===== src/rtl/vscale_md_pkg.sv =====
// Shared encodings for the mul_div front end: opcodes, output selects,
// RV32M funct3 values and the issue-controller state enum.
package vscale_md_pkg;

  localparam int MD_OP_WIDTH      = 2;
  localparam int MD_OUT_SEL_WIDTH = 2;

  localparam logic [MD_OP_WIDTH-1:0] OP_MUL = 2'd0;
  localparam logic [MD_OP_WIDTH-1:0] OP_DIV = 2'd1;
  localparam logic [MD_OP_WIDTH-1:0] OP_REM = 2'd2;

  localparam logic [MD_OUT_SEL_WIDTH-1:0] OUT_LO  = 2'd0;
  localparam logic [MD_OUT_SEL_WIDTH-1:0] OUT_HI  = 2'd1;
  localparam logic [MD_OUT_SEL_WIDTH-1:0] OUT_REM = 2'd2;

  localparam logic [2:0] F3_MUL    = 3'd0;
  localparam logic [2:0] F3_MULH   = 3'd1;
  localparam logic [2:0] F3_MULHSU = 3'd2;
  localparam logic [2:0] F3_MULHU  = 3'd3;
  localparam logic [2:0] F3_DIV    = 3'd4;
  localparam logic [2:0] F3_DIVU   = 3'd5;
  localparam logic [2:0] F3_REM    = 3'd6;
  localparam logic [2:0] F3_REMU   = 3'd7;

  typedef enum logic [2:0] {
    S_IDLE  = 3'd0,
    S_ISSUE = 3'd1,
    S_WAIT  = 3'd2,
    S_DONE  = 3'd3,
    S_DRAIN = 3'd4
  } md_state_e;

endpackage


===== src/rtl/vscale_md_decode.sv =====
// Combinational RV32M funct3 decoder producing the mul_div request fields.
module vscale_md_decode
  import vscale_md_pkg::*;
(
  input  logic [2:0]                  funct3_i,
  output logic [MD_OP_WIDTH-1:0]      op_o,
  output logic [MD_OUT_SEL_WIDTH-1:0] out_sel_o,
  output logic                        in_1_signed_o,
  output logic                        in_2_signed_o,
  output logic                        is_div_o
);

  always_comb begin
    op_o          = OP_MUL;
    out_sel_o     = OUT_LO;
    in_1_signed_o = 1'b1;
    in_2_signed_o = 1'b1;
    is_div_o      = funct3_i[2];
    unique case (funct3_i)
      F3_MUL:    ;
      F3_MULH:   out_sel_o = OUT_HI;
      F3_MULHSU: begin
        out_sel_o     = OUT_HI;
        in_2_signed_o = 1'b0;
      end
      F3_MULHU: begin
        out_sel_o     = OUT_HI;
        in_1_signed_o = 1'b0;
        in_2_signed_o = 1'b0;
      end
      F3_DIV:    op_o = OP_DIV;
      F3_DIVU: begin
        op_o          = OP_DIV;
        in_1_signed_o = 1'b0;
        in_2_signed_o = 1'b0;
      end
      F3_REM: begin
        op_o      = OP_REM;
        out_sel_o = OUT_REM;
      end
      F3_REMU: begin
        op_o          = OP_REM;
        out_sel_o     = OUT_REM;
        in_1_signed_o = 1'b0;
        in_2_signed_o = 1'b0;
      end
      default: ;
    endcase
  end

endmodule


===== src/rtl/vscale_md_issue_ctrl.sv =====
// Pipeline front end for vscale_mul_div: holds one RV32M op, issues it, waits for
// the result and offers it on writeback. MD_DIV_SPECIAL_FAST_EN resolves div-by-zero/overflow locally.
module vscale_md_issue_ctrl
  import vscale_md_pkg::*;
#(
  parameter int XPR_LEN        = 32,
  parameter int REG_ADDR_WIDTH = 5
) (
  input  logic                        clk,
  input  logic                        reset,
  input  logic                        cmd_valid,
  output logic                        cmd_ready,
  input  logic [2:0]                  cmd_funct3,
  input  logic [XPR_LEN-1:0]          cmd_rs1,
  input  logic [XPR_LEN-1:0]          cmd_rs2,
  input  logic [REG_ADDR_WIDTH-1:0]   cmd_rd,
  input  logic                        kill,
  output logic                        md_req_valid,
  input  logic                        md_req_ready,
  output logic [MD_OP_WIDTH-1:0]      md_req_op,
  output logic [MD_OUT_SEL_WIDTH-1:0] md_req_out_sel,
  output logic                        md_req_in_1_signed,
  output logic                        md_req_in_2_signed,
  output logic [XPR_LEN-1:0]          md_req_in_1,
  output logic [XPR_LEN-1:0]          md_req_in_2,
  input  logic                        md_resp_valid,
  input  logic [XPR_LEN-1:0]          md_resp_result,
  output logic                        wb_valid,
  input  logic                        wb_ready,
  output logic [REG_ADDR_WIDTH-1:0]   wb_rd,
  output logic [XPR_LEN-1:0]          wb_data,
  output logic                        busy
);

  md_state_e                   state_q, state_d;
  logic [MD_OP_WIDTH-1:0]      op_q, op_d;
  logic [MD_OUT_SEL_WIDTH-1:0] out_sel_q, out_sel_d;
  logic                        in_1_signed_q, in_1_signed_d;
  logic                        in_2_signed_q, in_2_signed_d;
  logic [XPR_LEN-1:0]          in_1_q, in_1_d;
  logic [XPR_LEN-1:0]          in_2_q, in_2_d;
  logic [REG_ADDR_WIDTH-1:0]   rd_q, rd_d;
  logic [XPR_LEN-1:0]          wb_data_q, wb_data_d;

  logic [MD_OP_WIDTH-1:0]      dec_op;
  logic [MD_OUT_SEL_WIDTH-1:0] dec_out_sel;
  logic                        dec_in_1_signed;
  logic                        dec_in_2_signed;
  logic                        dec_is_div;

  vscale_md_decode u_decode (
    .funct3_i      (cmd_funct3),
    .op_o          (dec_op),
    .out_sel_o     (dec_out_sel),
    .in_1_signed_o (dec_in_1_signed),
    .in_2_signed_o (dec_in_2_signed),
    .is_div_o      (dec_is_div)
  );

`ifdef MD_DIV_SPECIAL_FAST_EN
  // Divide-by-zero and signed overflow have fixed RISC-V answers, so they bypass mul_div.
  localparam logic [XPR_LEN-1:0] MIN_NEG = {1'b1, {(XPR_LEN-1){1'b0}}};
  logic               fast_rs2_zero;
  logic               fast_ovf;
  logic               fast_hit;
  logic [XPR_LEN-1:0] fast_result;

  always_comb begin
    fast_rs2_zero = (cmd_rs2 == '0);
    fast_ovf      = dec_in_1_signed && (cmd_rs1 == MIN_NEG) && (cmd_rs2 == '1);
    fast_hit      = dec_is_div && (fast_rs2_zero || fast_ovf);
    if (fast_rs2_zero) fast_result = (dec_op == OP_DIV) ? '1 : cmd_rs1;
    else               fast_result = (dec_op == OP_DIV) ? MIN_NEG : '0;
  end
`endif

  always_comb begin
    state_d       = state_q;
    op_d          = op_q;
    out_sel_d     = out_sel_q;
    in_1_signed_d = in_1_signed_q;
    in_2_signed_d = in_2_signed_q;
    in_1_d        = in_1_q;
    in_2_d        = in_2_q;
    rd_d          = rd_q;
    wb_data_d     = wb_data_q;
    unique case (state_q)
      S_IDLE: begin
        if (cmd_valid) begin
          op_d          = dec_op;
          out_sel_d     = dec_out_sel;
          in_1_signed_d = dec_in_1_signed;
          in_2_signed_d = dec_in_2_signed;
          in_1_d        = cmd_rs1;
          in_2_d        = cmd_rs2;
          rd_d          = cmd_rd;
          state_d       = S_ISSUE;
`ifdef MD_DIV_SPECIAL_FAST_EN
          if (fast_hit) begin
            wb_data_d = fast_result;
            state_d   = S_DONE;
          end
`endif
        end
      end
      // Once mul_div has taken the request it cannot be recalled, so a late kill must drain.
      S_ISSUE: begin
        if (md_req_ready) state_d = kill ? S_DRAIN : S_WAIT;
        else if (kill)    state_d = S_IDLE;
      end
      S_WAIT: begin
        if (kill) begin
          state_d = md_resp_valid ? S_IDLE : S_DRAIN;
        end else if (md_resp_valid) begin
          wb_data_d = md_resp_result;
          state_d   = S_DONE;
        end
      end
      S_DRAIN: begin
        if (md_resp_valid) state_d = S_IDLE;
      end
      S_DONE: begin
        if (kill || wb_ready) state_d = S_IDLE;
      end
      default: state_d = S_IDLE;
    endcase
  end

  always_ff @(posedge clk or posedge reset) begin
    if (reset) begin
      state_q       <= S_IDLE;
      op_q          <= '0;
      out_sel_q     <= '0;
      in_1_signed_q <= 1'b0;
      in_2_signed_q <= 1'b0;
      in_1_q        <= '0;
      in_2_q        <= '0;
      rd_q          <= '0;
      wb_data_q     <= '0;
    end else begin
      state_q       <= state_d;
      op_q          <= op_d;
      out_sel_q     <= out_sel_d;
      in_1_signed_q <= in_1_signed_d;
      in_2_signed_q <= in_2_signed_d;
      in_1_q        <= in_1_d;
      in_2_q        <= in_2_d;
      rd_q          <= rd_d;
      wb_data_q     <= wb_data_d;
    end
  end

  assign cmd_ready          = (state_q == S_IDLE);
  assign busy               = (state_q != S_IDLE);
  assign md_req_valid       = (state_q == S_ISSUE);
  assign wb_valid           = (state_q == S_DONE);
  assign md_req_op          = op_q;
  assign md_req_out_sel     = out_sel_q;
  assign md_req_in_1_signed = in_1_signed_q;
  assign md_req_in_2_signed = in_2_signed_q;
  assign md_req_in_1        = in_1_q;
  assign md_req_in_2        = in_2_q;
  assign wb_rd              = rd_q;
  assign wb_data            = wb_data_q;

  // A response with nothing in flight means the mul_div handshake is out of step.
  assert property (@(posedge clk) disable iff (reset)
    md_resp_valid |-> (state_q == S_WAIT || state_q == S_DRAIN));

  assert property (@(posedge clk) disable iff (reset)
    dec_is_div == (dec_op != OP_MUL));

endmodule


===== config.mk =====
export PLATFORM = sky130hd
export DESIGN_NAME = vscale_md_issue_ctrl
export DESIGN_NICKNAME = d
export VERILOG_FILES = /design/src/rtl/vscale_md_pkg.sv /design/src/rtl/vscale_md_decode.sv /design/src/rtl/vscale_md_issue_ctrl.sv
export SDC_FILE = /design/constraint.sdc
export NUM_CORES = 1
export LEC_CHECK = 0
export BUFFER_PORTS_ARGS = -buffer_cell sky130_fd_sc_hd__buf_2
export CAP_MARGIN = 20
export CORE_MARGIN = 8
export CORE_UTILIZATION = 45
export CTS_CLUSTER_SIZE = 25
export DETAILED_ROUTE_END_ITERATION = 7
export PLACE_DENSITY = 0.78
export SYNTH_ARGS = -nofsm -noshare
export SYNTH_HDL_FRONTEND = slang
export SYNTH_HIERARCHICAL = 1
export SYNTH_SLANG_ARGS = --single-unit

===== constraint.sdc =====
create_clock -name clk -period 3.81 [get_ports clk]
set_input_delay 0.381 -clock clk [delete_from_list [all_inputs] [get_ports clk]]
set_output_delay 0.381 -clock clk [all_outputs]
set_load 0.05 [all_outputs]

==> flow_summary.ini <==
[drt]
first_iter_violations = 119
drt_pass1_iterations = 4
postRouteAntennaNets = 0
drc = 0
wl_per_cell_um = 18.0
wl_met2_um = 5640
wl_met3_um = 1170
drt_wl_total_um = 11200
dr.max_layer_used = met4
drt-met1-wl_um = 4260
avgViaCountPerCell = 4.79
vias = 2988

[floorplanning]
die_w_um = 116
die_h_um = 116
die_area_um2 = 13600
start_util_pct = 46.4
rows = 36
core-area_um2 = 9770
design.portCount = 222

[worst_setup_path]
worstPathRequired_ns = 4.05
rrSetupSlack_ns = 1.64
cp_cell_sequence = nor3_2 -> and2_4 -> buf_12 -> mux2_2
r2r_start = state_q[0]
crit_start = state_q[0]
r2r-end = md_req_in_1[31]
worstSetupPathType = flip-flop to flip-flop
slowest_stage = dfrtp_1
start_kind = flip-flop
crit_arrival_ns = 2.41
crit_fanout = 45
critical-path-max-stage-delay_ns = 0.50
cp_num_buf_inv = 1
r2r_cells = 4
crit_family = simple AND/OR/NAND/NOR gates
critPathCaptureType = flip-flop

[clocking]
cts_buffer_depth = 2
postCtsHoldBufs = 0
post_cts_buffers = 0
numCtsBuffers = 9
cts_tree = built
clk_pin_slew_ns = 0.10
root_buffer = clkbuf_8
clock_latency_ns = 0.35
htreeDepth = 3
clock_sinks = 110
cts_resized = 0

[timing]
max_freq_mhz = 461
relSlewSlack_pct = 54.0
setup-violations-final = 0
tns_ns = 0
worst_pin_slew_ns = 0.690
rsz0062_at_grt = no
final_max_slew_viol_count = 0
min_period_over_period_pct = 57.0
skew_ns = 0.0108
worst_slack_ns = 1.64
min_period_ns = 2.17
hold_viol = 0

[synthesis]
synth_cells = 263
synth_fp_nets = 374
synthesis.area_um2 = 4540
avgSynthCellArea_um2 = 17.3
ys_warn_count = 6

[cells_and_area]
layout_commonest_cell = buf_2
stdcell_count = 624
nNetsFinal = 597
layout-drive-gt1-share_pct = 71.7
num_antenna_cells = 0
most-common-layout-cells = 221 x buf_2, 110 x dfrtp_1, 58 x mux2_2, 50 x mux2_4, 10 x clkbuf_8
syn2layout_area_growth_pct = 30.0

[place]
place_inst = 608
dp_slack_ns = 1.66
portBuffers = 221
gp_congestion = 0.743
dp_hpwl_um = 8700

[global_routing]
grt_max_degree = 59
antenna_found_initial = 0
overflow = 0
grt_pass1_wl_um = 17300
grt_pass1_vias = 3420
grt_usage_pct = 16.4

[flow_run]
maxCapViolations = 0

[status]
outcome = completed

[min_path]
hp-class = input pin to async pin
==> layer usage <==
layer | GRT usage, % | vias up
li1 | - | 1368
met1 | 18.3 | 1469
met2 | 28.6 | 137
met3 | 5.64 | 14
met4 | 5.62 | 0
met5 | 0 | -
==> how the worst max path moves through the flow <==
stage | endpoint | slack [ns] | depth (start not counted)
CTS | md_req_in_1_signed | 1.65 | 4
global route | md_req_in_1_signed | 1.55 | 4
global placement | md_req_in_1[31] | 1.73 | 4
floorplan | md_req_in_1[0] | 0.53 | 1
detailed placement | md_req_in_1_signed | 1.66 | 4
finish | md_req_in_1[31] | 1.64 | 4
==> per-stage QoR <==
step	hold WS, ns	util [%]	area (um2)
global placement	0.483	58.2	5680
finish	0.143	60.4	5900
floorplan	0.478	-	4540
detailed placement	0.488	58.2	5680
CTS	0.141	60.4	5900
global route	0.188	60.4	5900
==> flip-flops by register name, summed over array words and instances, names as in the netlist <==
name	flops
md_req_in_1	32
md_req_in_1_signed	1
md_req_in_2	32
md_req_in_2_signed	1
md_req_op	2
md_req_out_sel	2
state_q	3
wb_data	32
wb_rd	5
==> area by class of cell <==
type / count / area [um2]
Inverter: 3 / 13.8
Clock inverter: 4 / 70.1
Fill cell: 784 / 3870
Multi-Input combinational cell: 137 / 1600
Clock buffer: 12 / 145
Sequential cell: 110 / 2750
Tap cell: 133 / 166
Timing Repair Buffer: 225 / 1150
Power is left out: the tool's default activity adds up to more than one toggle a clock period on the data nets, which glitch-free logic cannot reach.
